[src/rtl/pipe_series_ctrl.sv]
// pipe_series_ctrl: upstream sequencer for the 4-stage series pipeline.
// Accepts one operand and recirculates it through the pipeline N_PASSES times.
// It returns the final sum and a sticky overflow flag.
// Optional macro PIPE_SERIES_SAT_EN: saturate out_result when out_ovf is set.
// Ports:
//   clk, rst_n                     clock, synchronous active-low reset
//   in_valid/in_ready/in_x         operand handshake
//   out_valid/out_ready            result handshake
//   out_result/out_ovf             result and overflow flag
//   busy                           controller is not idle
//   pipe_x/num/sum/addr/sel_sum    drive the pipeline inputs
//   pipe_out_x/num/sum, pipe_ovf   pipeline stage-4 outputs
module pipe_series_ctrl #(
    parameter int WIDTH    = 32,
    parameter int N_PASSES = 2,
    parameter int PIPE_LAT = 3
) (
    input  logic             clk,
    input  logic             rst_n,
    input  logic             in_valid,
    output logic             in_ready,
    input  logic [WIDTH-1:0] in_x,
    output logic             out_valid,
    input  logic             out_ready,
    output logic [WIDTH-1:0] out_result,
    output logic             out_ovf,
    output logic             busy,
    output logic [WIDTH-1:0] pipe_x,
    output logic [WIDTH-1:0] pipe_num,
    output logic [WIDTH-1:0] pipe_sum,
    output logic             pipe_addr,
    output logic             pipe_sel_sum,
    input  logic [WIDTH-1:0] pipe_out_x,
    input  logic [WIDTH-1:0] pipe_out_num,
    input  logic [WIDTH-1:0] pipe_out_sum,
    input  logic             pipe_ovf
);

    localparam int CW = $clog2(PIPE_LAT + 1);
    localparam int PW = 2;
    localparam logic [CW-1:0] LAT  = CW'(PIPE_LAT);
    localparam logic [PW-1:0] LAST = PW'(N_PASSES - 1);

    typedef enum logic [1:0] {
        IDLE = 2'd0,
        RUN  = 2'd1,
        DONE = 2'd2
    } state_t;

    state_t state, state_nxt;

    logic [CW-1:0]    cnt;
    logic [PW-1:0]    pass;
    logic             ovf;
    logic             accept;
    logic             capture;
    logic             last_pass;
    logic             final_ovf;
    logic [WIDTH-1:0] result_nxt;

    assign accept    = in_valid & in_ready;
    assign capture   = (state == RUN) && (cnt == LAT);
    assign last_pass = (pass == LAST);
    assign final_ovf = ovf | pipe_ovf;
    assign busy      = (state != IDLE);
    // One address drives every stage, so it only changes between passes.
    assign pipe_addr = pass[0];

`ifdef PIPE_SERIES_SAT_EN
    always_comb begin
        result_nxt = pipe_out_sum;
        if (final_ovf) begin
            result_nxt = pipe_out_sum[WIDTH-1]
                ? {1'b1, {(WIDTH-1){1'b0}}}
                : {1'b0, {(WIDTH-1){1'b1}}};
        end
    end
`else
    assign result_nxt = pipe_out_sum;
`endif

    always_ff @(posedge clk) begin
        if (!rst_n) begin
            state <= IDLE;
        end else begin
            state <= state_nxt;
        end
    end

    always_comb begin
        state_nxt    = state;
        in_ready     = 1'b0;
        out_valid    = 1'b0;
        pipe_sel_sum = 1'b0;
        unique case (state)
            IDLE: begin
                in_ready = 1'b1;
                if (in_valid) state_nxt = RUN;
            end
            RUN: begin
                pipe_sel_sum = 1'b1;
                if (capture && last_pass) state_nxt = DONE;
            end
            DONE: begin
                out_valid = 1'b1;
                if (out_ready) state_nxt = IDLE;
            end
            default: state_nxt = IDLE;
        endcase
    end

    always_ff @(posedge clk) begin
        if (!rst_n) begin
            pipe_x     <= '0;
            pipe_num   <= '0;
            pipe_sum   <= '0;
            pass       <= '0;
            cnt        <= '0;
            ovf        <= 1'b0;
            out_result <= '0;
            out_ovf    <= 1'b0;
        end else if (accept) begin
            pipe_x   <= in_x;
            pipe_num <= in_x;
            pipe_sum <= '0;
            pass     <= '0;
            cnt      <= '0;
            ovf      <= 1'b0;
        end else if (state == RUN) begin
            if (capture) begin
                ovf <= final_ovf;
                cnt <= '0;
                if (!last_pass) begin
                    pipe_x   <= pipe_out_x;
                    pipe_num <= pipe_out_num;
                    pipe_sum <= pipe_out_sum;
                    pass     <= pass + 1'b1;
                end else begin
                    out_result <= result_nxt;
                    out_ovf    <= final_ovf;
                end
            end else begin
                cnt <= cnt + 1'b1;
            end
        end
    end

endmodule

[config.mk]
export PLATFORM = sky130hd
export DESIGN_NAME = pipe_series_ctrl
export DESIGN_NICKNAME = d
export VERILOG_FILES = /design/src/rtl/pipe_series_ctrl.sv
export SDC_FILE = /design/constraint.sdc
export NUM_CORES = 1
export LEC_CHECK = 0
export BUFFER_PORTS_ARGS = -buffer_cell sky130_fd_sc_hd__buf_2
export CAP_MARGIN = 0
export CORE_MARGIN = 1.5
export CORE_UTILIZATION = 45
export DETAILED_ROUTE_END_ITERATION = 16
export PLACE_DENSITY_LB_ADDON = 0.15
export SETUP_SLACK_MARGIN = 0.02
export SLEW_MARGIN = 0
export SYNTH_ARGS = -nofsm -noshare
export SYNTH_HDL_FRONTEND = slang
export SYNTH_SLANG_ARGS = --single-unit
[constraint.sdc]
create_clock -name clk -period 2.95 [get_ports clk]
set_input_delay 0.4425 -clock clk [delete_from_list [all_inputs] [get_ports clk]]
set_output_delay 0.4425 -clock clk [all_outputs]
set_load 0.05 [all_outputs]
After elaboration in Yosys (flattened, before gate mapping) --
Cells that the tools add are included.
Word-level totals: logic and storage cells 52, flip-flop bits (word level) 136, output and inout port bits 134
Cells by class: eq/ne operators 8, add/subtract/negate cells 2, bitwise operators 5, mux-type cells 16, reductions and logical operators 12
Operators by type and width (count):
- two-way mux 32 bit | 8
- AND reduction 3 bit | 3
- two-way mux 2 bit | 4
- != test 2 bit (second input constant) | 3
- case mux 2 bit (3 select lines) | 1
- nonzero test 2 bit | 3
- adder 2 x 1 -> 2 bit (second input constant) | 2
- equality test 2 x 1 -> 1 bit (second input constant) | 2
- equality test 2 bit (second input constant) | 2
- AND reduction 4 bit | 1
- two-way mux 1 bit | 3
- inverter 1 bit | 3
- logical AND 1 bit | 2
- logical NOT 2 bit | 1
- != test 2 x 1 -> 1 bit (second input constant) | 1
- AND reduction 2 bit | 1
- OR reduction 2 bit | 1
- bitwise AND 1 bit | 1
- bitwise OR 1 bit | 1

Logic depth before layout (Yosys ltp) --
depth in word-level cells 5, gate-level depth with buffers 8, mapped depth without buffers 5

Worst setup path after synthesis --
No wires, ideal clock.
path kind reg-to-output, start reg state[1], end out busy, buffers on the path 0, data required time 2508 ps, stages on the path, launching flop included 3, data arrival time 1486 ps, slack 1022 ps, path through dfxtp_1 > nor2_1 > inv_1
On the way: longest elaborated chain between the ends 1
Ends and longest elaborated chain:
- from (decl) | RTL line 50 | state_t state, state_nxt;
- from (signal assigned) | RTL line 86 | state <= state_nxt;
- nonzero test 2 bit | RTL line 65 | assign busy = (state != IDLE);
- to (decl) | RTL line 27 | output logic busy,
Every way passes these cells.

Final worst setup path --
start reg state[0], end reg pass[1]
On the way: longest elaborated chain between the ends 4, elaborated cells on any way between the ends 7, those cells by class 1 x eq/ne; 1 x mux; 1 x bitwise; 4 x reduce/logical
Ends and longest elaborated chain:
- logical NOT 2 bit | RTL line 95 | unique case (state)
- two-way mux 1 bit | RTL line 95
- bitwise AND 1 bit | RTL line 61 | assign accept = in_valid & in_ready;
- OR reduction 2 bit (no source line)
- to (signal assigned) | RTL line 137 | pass <= pass + 1'b1;
- to (decl) | RTL line 53 | logic [PW-1:0] pass;
Several ways; a longest one is shown, not always the timed one. A chain may end at the register's enable or synchronous reset.

==> results.sh <==
export IMPL_p_leak_nw=3.17
export IMPL_grt_pass1_vias=4836
export IMPL_dp_final_hpwl_mm=10.4
export IMPL_avgSynthCellArea_sq_um=8.17
export IMPL_overflow=0
export IMPL_status="completed"
export IMPL_worst_pin_slew_ns=1.00
export IMPL_grt_pass1_wl_mm=22.4
export IMPL_fin_skew_ns=0.00706
export IMPL_worstSkewPairLatency_ns=0.41
export IMPL_port_buffers=266
export IMPL_cp_startpoint="state[0]"
export IMPL_core_area_sq_mm=0.0113
export IMPL_dr_total_vias=5241
export IMPL_antenna_found_initial=0
export IMPL_hold_viol_final=0
export IMPL_rr_worst_depth=3
export IMPL_path_class="reg2reg"
export IMPL_netlist_top_cell_by_area="dfxtp_1"
export IMPL_syn_num_nets=769
export IMPL_placed_cells=999
export IMPL_cts_hold_buf=0
export IMPL_yosysSeqAreaShare_pct=52.5
export IMPL_cp_start_kind="flip-flop"
export IMPL_root_buffer="clkbuf_16"
export IMPL_finish_instance_area_sq_mm=0.00712
export IMPL_synth_edf_count=0
export IMPL_setup_viol=0
export IMPL_drive_gt1_share_pct=35.4
export IMPL_routed_wl_mm=14.9
export IMPL_rr_endpoint="pass[1]"
export IMPL_dr_pass1_iters=5
export IMPL_reg2reg_setup_slack_ns=0.71
export IMPL_slew_headroom_pct=33.4
export IMPL_tns_ns=0
export IMPL_cts_tree="built"
export IMPL_power_density_mw_per_mm2=679
export IMPL_ys_flop_type="dfxtp_1"
export IMPL_route_detailed_drc=0
export IMPL_fin_crit_sh_pct=76.0
export IMPL_ys_top_cells_by_count="nand2_1, dfxtp_1, a31oi_1"
export IMPL_cp_required_ns=3.26
export IMPL_synth_seq_cells=136
export IMPL_path_clk_slew_ns=0.05
export IMPL_cts_sinks=136
export IMPL_layout_nets=1010
export IMPL_num_rows=39
export IMPL_synthCells=634
export IMPL_postPlaceCellArea_sq_mm=0.00648
export IMPL_period_needed_ns=2.24
export IMPL_synth_area_leaders="dfxtp_1, nand2_1, a31oi_1"
export IMPL_max_freq_mhz=446
export IMPL_vias_per_cell=5.08
export IMPL_critical_path_arrival_ns=2.55
export IMPL_post_cts_resized=0
export IMPL_yosys_warnings=0
export IMPL_rsz0062_at_grt="false"
export IMPL_yosysUniqueCellTypes=29
export IMPL_netlist_area_leader_share_pct=52.5
export IMPL_numCtsBuffers=17
export IMPL_wl_per_cell_microns=14.5
export IMPL_vdd_ir_drop_max_v=0.000416
export IMPL_dp_slack_ns=0.624
export IMPL_crit_path_end="pass[1]"
export IMPL_gp_congestion=0.773
export IMPL_globalRouteTotalUtil_pct=23.9
export IMPL_diodes=0
export IMPL_ios=267
export IMPL_max_cap_violations=0
export IMPL_die_h_microns=110
export IMPL_cts_setup_buffers=0
export IMPL_synthToLayoutAreaGrowth_pct=37.5
export IMPL_finalWorstSetupSlack_ns=0.708
export IMPL_die_area_sq_mm=0.0122
export IMPL_finalNonFillerCells=1031
export IMPL_clockBufferDepth=2
export IMPL_grt_max_degree=97
export IMPL_synthesis_area_sq_mm=0.00518
export IMPL_cts_max_level=4
export IMPL_die_x_microns=110
export IMPL_synth_most_common_cell="nand2_1"
export IMPL_hold_class="in2reg"
export IMPL_slew_violations=0
export IMPL_async_reset_ff_share_pct=0
export IMPL_fin_hold_ws_ns=0.287
export IMPL_end_kind="flip-flop"
export IMPL_drt_iter0_drc=307
export IMPL_initial_core_util_pct=45.8
export IMPL_ant_nets=0
export IMPL_r2r_start="state[0]"
export IMPL_path_max_fanout=62
==> stage by stage <==
stage / total power (W) / utilization (%)
2_1_floorplan: 0.00242 / -
3_3_place_gp: 0.00260 / 57.3
3_5_place_dp: 0.00261 / 57.3
4_1_cts: 0.00488 / 62.9
5_1_grt: 0.00501 / 62.9
6_report: 0.00483 / 62.9
==> cells in the final DEF (no fill, tap or decap), drive strengths merged <==
master   instances
ha               2
o21ai           32
mux2i            2
a211oi           1
nand2          258
dfxtp          136
o21a             1
a21oi           32
nor2b            3
nor3             1
a31oi           65
a21boi          33
and4b            1
or3b             1
nor3b            1
bufinv           4
and4bb           1
nand4b           1
buf            273
nand4bb          1
nor2             8
inv              2
xnor2            1
clkbuf          24
clkinv           4
==> worst max-delay path, stage by stage, from the launching register on <==
cell	delay (ns)
dfxtp_1	0.48
or3b_4	0.65
nand2_2	0.60
a211oi_1	0.37
==> logic make-up after synthesis <==
group / Yosys count / synth area share [%]
muxes: 2 / 0.386
and+or+nand+nor: 276 / 20.9
xor gates and xnor gates: 1 / 0.169
AOI/OAI and AO/OA: 164 / 19.6
buffers and inverters: 53 / 5.89
DFF: 136 / 52.5
adders and majority gates: 2 / 0.483
==> registers in the layout, indices dropped and copies added, names as in the netlist <==
register / flops
out_result: 32
pipe_num: 32
pipe_sum: 32
pipe_x: 32
cnt: 2
pass: 2
state: 2
out_ovf: 1
ovf: 1
==> final cells by class <==
cell class                 count  area, sq um
fill                        1038         4200
clock inverter                 8          140
clock buffer                  24          502
tap                          143          179
sequential                   136         2720
timing repair buffer         273         1400
inverter                       2         7.51
multi-input combinational    445         2180
==> power by group <==
| part | internal [W] | switching (W) | total [W] |
|---|---|---|---|
| clock network | 0.00152 | 0.000736 | 0.00226 |
| logic | 0.000173 | 0.000448 | 0.000621 |
| registers | 0.00191 | 0.0000405 | 0.00196 |
==> worst min path at each step <==
stage                     start      endpoint  slack [ns]  cells past startpoint
2_1_floorplan               ovf           ovf        0.44                      2
3_3_place_gp       pipe_sum[21]  pipe_sum[21]        0.44                      2
3_5_place_dp       pipe_sum[21]  pipe_sum[21]        0.44                      2
4_1_cts         pipe_out_sum[3]   pipe_sum[3]        0.27                      3
5_1_grt        pipe_out_sum[23]  pipe_sum[23]        0.28                      3
6_report        pipe_out_sum[3]   pipe_sum[3]        0.29                      3
==> layer usage <==
metal | routed length, microns | global-route usage [%] | up-vias
met5 | 0 | 0 | -
met1 | 6120 | 27.6 | 2424
met3 | 1190 | 7.82 | 21
met2 | 7310 | 40.3 | 193
met4 | 284 | 10.3 | 0
li1 | - | - | 2603
Note: power is estimated with default switching activity, not from simulation.
